<file path="config.mk">
export PLATFORM = sky130hd
export DESIGN_NAME = muldiv_unit
export DESIGN_NICKNAME = d
export VERILOG_FILES = /design/src/rtl/muldiv_unit.sv
export SDC_FILE = /design/constraint.sdc
export NUM_CORES = 1
export LEC_CHECK = 0
export ABC_AREA = 0
export CORE_UTILIZATION = 50
export DETAILED_ROUTE_END_ITERATION = 8
export HOLD_SLACK_MARGIN = 0.02
export PLACE_DENSITY = 0.78
export SKIP_LAST_GASP = 1
export SLEW_MARGIN = 30
export SYNTH_ARGS = -nofsm -noshare
export SYNTH_HDL_FRONTEND = slang
export SYNTH_SLANG_ARGS = --single-unit
</file>
<file path="constraint.sdc">
create_clock -name clk_i -period 4 [get_ports clk_i]
set_input_delay 0.8 -clock clk_i [delete_from_list [all_inputs] [get_ports clk_i]]
set_output_delay 0.8 -clock clk_i [all_outputs]
set_load 0.005 [all_outputs]
</file>
<file path="src/rtl/muldiv_unit.sv">
`default_nettype none
// +--------------------------------------------------------------------------+
// | muldiv_unit: multi-cycle RV32M MUL/MULH*/DIV*/REM* execute unit.          |
// | Optional MULDIV_FAST_MUL_EN: single-cycle product, straight to FIX.       |
// | Rev 1.0                                                                   |
// +--------------------------------------------------------------------------+
module muldiv_unit #(
    parameter int XLEN = 32
) (
    input  logic            clk_i,
    input  logic            rst_i,
    input  logic            start_i,
    input  logic [2:0]      funct3_i,
    input  logic [XLEN-1:0] rs1_i,
    input  logic [XLEN-1:0] rs2_i,
    input  logic            flush_i,
    output logic            busy_o,
    output logic            done_o,
    output logic [XLEN-1:0] result_o
);

    localparam int C_CNT_W = $clog2(XLEN);

    typedef enum logic [1:0] {
        S_IDLE = 2'd0,
        S_CALC = 2'd1,
        S_FIX  = 2'd2,
        S_DONE = 2'd3
    } state_t;

    state_t                r_state;
    state_t                w_next;
    logic [C_CNT_W-1:0]    r_count;
    logic [2:0]            r_funct3;
    logic [XLEN-1:0]       r_a;
    logic [XLEN-1:0]       r_b;
    logic                  r_neg_main;
    logic                  r_neg_rem;
    logic [2*XLEN-1:0]     r_prod;
    logic [XLEN-1:0]       r_result;

    logic                  w_a_signed;
    logic                  w_b_signed;
    logic                  w_sa;
    logic                  w_sb;
    logic [XLEN-1:0]       w_mag_a;
    logic [XLEN-1:0]       w_mag_b;
    logic                  w_div0;
    logic                  w_ovf;
    logic                  w_special;
    logic [XLEN-1:0]       w_special_res;
    logic                  w_fast_mul;
    logic                  w_accept;
    logic [2*XLEN-1:0]     w_prod_init;
    logic [XLEN:0]         w_mul_sum;
    logic [2*XLEN-1:0]     w_mul_step;
    logic [XLEN:0]         w_div_sh;
    logic [XLEN:0]         w_div_diff;
    logic [2*XLEN-1:0]     w_div_step;
    logic [2*XLEN-1:0]     w_prod_s;
    logic [XLEN-1:0]       w_quo_s;
    logic [XLEN-1:0]       w_rem_s;
    logic [XLEN-1:0]       w_fix_res;

    // Operand decode: only MULHU/DIVU/REMU (odd funct3 with bit1|bit2) treat rs1 as unsigned.
    assign w_a_signed = ~(funct3_i[0] & (funct3_i[1] | funct3_i[2]));
    assign w_b_signed = w_a_signed & (funct3_i != 3'b010);
    assign w_sa       = w_a_signed & rs1_i[XLEN-1];
    assign w_sb       = w_b_signed & rs2_i[XLEN-1];
    assign w_mag_a    = w_sa ? -rs1_i : rs1_i;
    assign w_mag_b    = w_sb ? -rs2_i : rs2_i;

    assign w_div0     = funct3_i[2] & (rs2_i == '0);
    assign w_ovf      = funct3_i[2] & ~funct3_i[0] &
                        (rs1_i == {1'b1, {(XLEN-1){1'b0}}}) & (rs2_i == '1);
    assign w_special  = w_div0 | w_ovf;

    always_comb begin
        w_special_res = '0;
        if (w_div0)
            w_special_res = funct3_i[1] ? rs1_i : '1;
        else if (w_ovf)
            w_special_res = funct3_i[1] ? '0 : rs1_i;
    end

`ifdef MULDIV_FAST_MUL_EN
    logic [2*XLEN-1:0] w_fast_prod;
    assign w_fast_prod = {{XLEN{1'b0}}, w_mag_a} * {{XLEN{1'b0}}, w_mag_b};
    assign w_fast_mul  = ~funct3_i[2];
    assign w_prod_init = funct3_i[2] ? {{XLEN{1'b0}}, w_mag_a} : w_fast_prod;
`else
    assign w_fast_mul  = 1'b0;
    assign w_prod_init = funct3_i[2] ? {{XLEN{1'b0}}, w_mag_a} : {{XLEN{1'b0}}, w_mag_b};
`endif

    assign w_accept = ((r_state == S_IDLE) || (r_state == S_DONE)) & start_i & ~flush_i;

    // Shift-add: upper half accumulates multiplicand, multiplier drains out of the low half.
    assign w_mul_sum  = {1'b0, r_prod[2*XLEN-1:XLEN]} + (r_prod[0] ? {1'b0, r_a} : '0);
    assign w_mul_step = {w_mul_sum, r_prod[XLEN-1:1]};

    // Restoring divide: {remainder, quotient} share r_prod and shift left together.
    assign w_div_sh   = r_prod[2*XLEN-1:XLEN-1];
    assign w_div_diff = w_div_sh - {1'b0, r_b};
    assign w_div_step = w_div_diff[XLEN] ? {w_div_sh[XLEN-1:0], r_prod[XLEN-2:0], 1'b0}
                                         : {w_div_diff[XLEN-1:0], r_prod[XLEN-2:0], 1'b1};

    assign w_prod_s = r_neg_main ? -r_prod : r_prod;
    assign w_quo_s  = r_neg_main ? -r_prod[XLEN-1:0] : r_prod[XLEN-1:0];
    assign w_rem_s  = r_neg_rem  ? -r_prod[2*XLEN-1:XLEN] : r_prod[2*XLEN-1:XLEN];

    always_comb begin
        w_fix_res = '0;
        case (r_funct3)
            3'b000:                 w_fix_res = w_prod_s[XLEN-1:0];
            3'b001, 3'b010, 3'b011: w_fix_res = w_prod_s[2*XLEN-1:XLEN];
            3'b100, 3'b101:         w_fix_res = w_quo_s;
            default:                w_fix_res = w_rem_s;
        endcase
    end

    always_comb begin
        w_next = r_state;
        if (flush_i) begin
            w_next = S_IDLE;
        end else begin
            case (r_state)
                S_IDLE, S_DONE: begin
                    w_next = S_IDLE;
                    if (start_i)
                        w_next = w_special ? S_DONE : (w_fast_mul ? S_FIX : S_CALC);
                end
                S_CALC:  w_next = (r_count == '0) ? S_FIX : S_CALC;
                S_FIX:   w_next = S_DONE;
                default: w_next = S_IDLE;
            endcase
        end
    end

    always_ff @(posedge clk_i) begin
        if (rst_i)
            r_state <= S_IDLE;
        else
            r_state <= w_next;
    end

    always_ff @(posedge clk_i) begin
        if (rst_i) begin
            r_count    <= '0;
            r_funct3   <= '0;
            r_a        <= '0;
            r_b        <= '0;
            r_neg_main <= 1'b0;
            r_neg_rem  <= 1'b0;
            r_prod     <= '0;
            r_result   <= '0;
        end else if (w_accept) begin
            r_count    <= C_CNT_W'(XLEN-1);
            r_funct3   <= funct3_i;
            r_a        <= w_mag_a;
            r_b        <= w_mag_b;
            r_neg_main <= w_sa ^ w_sb;
            r_neg_rem  <= w_sa;
            r_prod     <= w_prod_init;
            if (w_special)
                r_result <= w_special_res;
        end else if (r_state == S_CALC && !flush_i) begin
            r_prod <= r_funct3[2] ? w_div_step : w_mul_step;
            if (r_count != '0)
                r_count <= r_count - C_CNT_W'(1);
        end else if (r_state == S_FIX && !flush_i) begin
            r_result <= w_fix_res;
        end
    end

    assign busy_o   = (r_state == S_CALC) || (r_state == S_FIX);
    assign done_o   = (r_state == S_DONE);
    assign result_o = r_result;

endmodule
`default_nettype wire

</file>
==> key figures <==
Run status
  – Status: finished, final reports clean

Critical path
  – Reg2reg start: r_prod[31]$_SDFFE_PP0P_
  – Flop2flop setup slack: ~190 ps
  – Reg-to-reg endpoint: r_prod[56]$_SDFFE_PP0P_
  – CP startpoint kind: flip-flop
  – CP Data Arrival Time: about 4200 ps
  – Setup CP Type: reg -> reg
  – Critical-path maximum fanout: 22
  – Critical path data required time: roughly 4400 ps
  – CP endpoint kind: flip-flop
  – R2R depth: 14

Clock tree
  – Clk buf depth: 2
  – CTS buffer count: 17
  – Post-CTS Setup Inserts: 0
  – Root cell of the clock tree: clkbuf_16
  – Post-CTS Hold Buffers: 0
  – Clk sinks: between 150 and 200
  – Clk Latency, worst-skew pair: 470 ps
  – CTS tree: yes
  – Clk pin slew, worst setup/hold paths: 80 ps
  – Post-CTS resize count: 0
  – H-tree depth: 4

Detailed routing
  – Vias post-DR: 17200
  – Initial DRC count: between 2000 and 2500
  – DRT antenna net count: 0
  – Mean routed wirelength per cell: between 20 and 25 um
  – Number of vias per cell: 6.66
  – Drt first pass iters: 7
  – DRT Wirelength: between 60000 and 70000 um
  – DRC: 0

Synth
  – Mapped cell area: roughly 15000 um2
  – Predominant post-synthesis flop cell: dfxtp_1
  – FF+latch count, synth: ~170
  – Syn_area_per_cell: 7.36 um2
  – Syn. warnings: 0
  – Post-synth EDFFs: 0
  – Syn nets: ~2200
  – Cell count after synthesis: approximately 2100
  – Post-synthesis sequential area ratio: 0.223
  – Distinct cells, synth: 84
  – Async S/R FF share, synth: 0

Die
  – IO Pins: around 110
  – Chip width: between 150 and 200 um
  – Starting Density: 0.515
  – Die area: roughly 32000 um2
  – Core ar.: approximately 30000 um2
  – Rows: 63
  – Die height: between 150 and 200 um

Hold path
  – Hold Path Class: reg -> reg
  – Worst Hold Path Cells: 2
  – Hold EP: result_o[25]$_SDFFE_PP0P_
  – Hold path start: result_o[25]$_SDFFE_PP0P_

Final layout
  – Fin cells: ~2600
  – Area Growth Syn to Fin: 16.1%
  – Inserted Diodes: 0
  – Most common cell after layout, fill and taps aside: nor2_1
  – Fraction of layout cells with a size suffix above 1: 0.0993
  – # fillers: about 2800
  – Final #Nets: roughly 2300
  – Most frequent cells in the layout: nor2_1, a21oi_1, nand2_1

Placement
  – Place WS: approximately 110 ps
  – Post-placement cell count: 2553
  – HPWL reported at the end of detailed placement: ~47000 um
  – Port buffer count: 104
  – Placer congestion estimate: around 1.1

STA
  – Relative slew slack: 0.421
  – Maximum operating frequency: approximately 260 MHz
  – Period utilization: 0.954
  – Clock skew: around 16 ps
  – Final worst setup slack: about 190 ps
  – RSZ-0062 raised after global routing: no
  – Final Max Tran Viols: 0
  – Worst-Margin Slew: 868 ps
  – Final setup TNS: 0 ps
  – Final setup vio count: 0
  – Fin. Hold Viols: 0
  – Hold_ws: approximately 450 ps
  – Tmin final: 3820 ps

Pwr
  – Switch share: 0.355
  – Peak supply drop: 0.000303 V
  – Clock power share: 0.351
  – PD cells: approximately 280 nW/um2
  – Net switching power: ~1800 uW
  – Leakage: about 0.007 uW
  – Flop pwr share: 0.373
  – Internal power: ~3200 uW
  – Combinational Power Share: 0.277

Global route
  – Vias in the first global route: 15700
  – Largest net degree at the start of global routing: between 70 and 80
  – Grt total ovfl: 0
  – First-pass GRT wire length: 91600 um
  – Total global-route track usage: 0.380
  – Initial antenna violation count: 3

Run
  – Max-cap viol count: 0
[per-stage QoR]
stage	instance area, um2	util	power, uW
finish	17900	0.598	5020
global route	17900	0.598	5160
CTS	17900	0.598	4960
detailed placement	17300	0.578	3240
global placement	17300	0.578	3230
floorplan	15400	-	2690
[synthesized netlist by cell type (all sizes together) (7+ instances only)]
master	n	area [um2]
mux2	28	315
a211oi	74	556
a221oi	8	70.1
o21ai	152	780
o221ai	21	184
and2	41	257
a222oi	24	240
nor3	44	254
xnor2	94	823
nand4	20	131
nor2b	16	100
inv	69	259
a31oi	32	200
o21bai	11	82.6
nand2	174	653
o31ai	33	248
a311oi	7	61.3
nor2	234	891
or3	19	124
mux2i	45	450
a21o	21	158
o22ai	8	50.1
nand2b	23	146
o21a	10	75.1
o41ai	12	128
or2	8	50.1
or4	15	120
xor2	87	762
a22oi	15	113
ha	73	913
a2111oi	9	78.8
clkbuf	124	465
nor4	22	180
o211ai	8	60.1
a21oi	195	980
buf	32	161
dfxtp	172	3440
and3	10	62.6
nand3	41	205
[cell families after synthesis]
| family | after synthesis | share of synthesized area |
|---|---|---|
| AOI/OAI and AO/OA | 681 | 0.288 |
| and+or+nand+nor | 685 | 0.216 |
| muxes | 73 | 0.0497 |
| DFF | 172 | 0.223 |
| xor gates and xnor gates | 181 | 0.103 |
| buffers and inverters | 226 | 0.0577 |
| adders and majority gates | 77 | 0.0631 |
[critical path, stage by stage (launching register included)]
cell and delay [ps]:
dfxtp_1 490, inv_1 210, ha_1 250, fa_1 410, nor2b_1 230, o31a_1 200
o21a_1 230, a211o_1 190, a21oi_2 110, o21ai_2 330, xor2_2 210, buf_12 210
mux2_2 380, a21oi_1 150, o21ai_0 80
[power groups by stage]
stage | sequential [uW] | clock, uW | combinational (uW)
global route | 1880 | 1820 | 1470
finish | 1870 | 1760 | 1390
detailed placement | 1910 | 0 | 1340
CTS | 1870 | 1750 | 1340
global placement | 1900 | 0 | 1320
floorplan | 1860 | 0 | 829
[flip-flops by register name, indices dropped and copies added (netlist names)]
register    cells
r_prod         64
r_a            32
r_count         5
r_state         2
r_neg_rem       1
r_neg_main      1
r_b            32
result_o       32
r_funct3        3
[layout make-up]
class	count	area, um2	area share
inverters	70	263	0.0147
repair buffers	224	2000	0.112
well taps	390	488	0.0272
multi-input cells	1697	11100	0.621
flip-flops and latches	172	3450	0.192
clock inverters	14	161	0.00901
clock buffers	18	429	0.0240
[how the worst max path moves through the flow]
stage,from,to,slack [ps]
CTS,r_prod[31]$_SDFFE_PP0P_,r_prod[56]$_SDFFE_PP0P_,280
finish,r_prod[31]$_SDFFE_PP0P_,r_prod[56]$_SDFFE_PP0P_,190
detailed placement,rs2_i[1],result_o[12]$_SDFFE_PP0P_,110
global route,r_prod[0]$_SDFFE_PP0P_,result_o[30]$_SDFFE_PP0P_,20
global placement,rs2_i[1],result_o[12]$_SDFFE_PP0P_,110
floorplan,r_prod[0]$_SDFFE_PP0P_,r_prod[59]$_SDFFE_PP0P_,550
[metal layers]
layer | vias to the layer above | GRT usage | share of wire | routed length (um)
li1 | 7822 | - | - | -
met1 | 8072 | 0.487 | 0.40 | 23900
met2 | 1103 | 0.589 | 0.44 | 26300
met3 | 222 | 0.0928 | 0.11 | 6670
met4 | 4 | 0.198 | 0.055 | 3290
met5 | - | 0 | 0.00045 | 27
No activity file was read; power rests on OpenSTA's default activity.
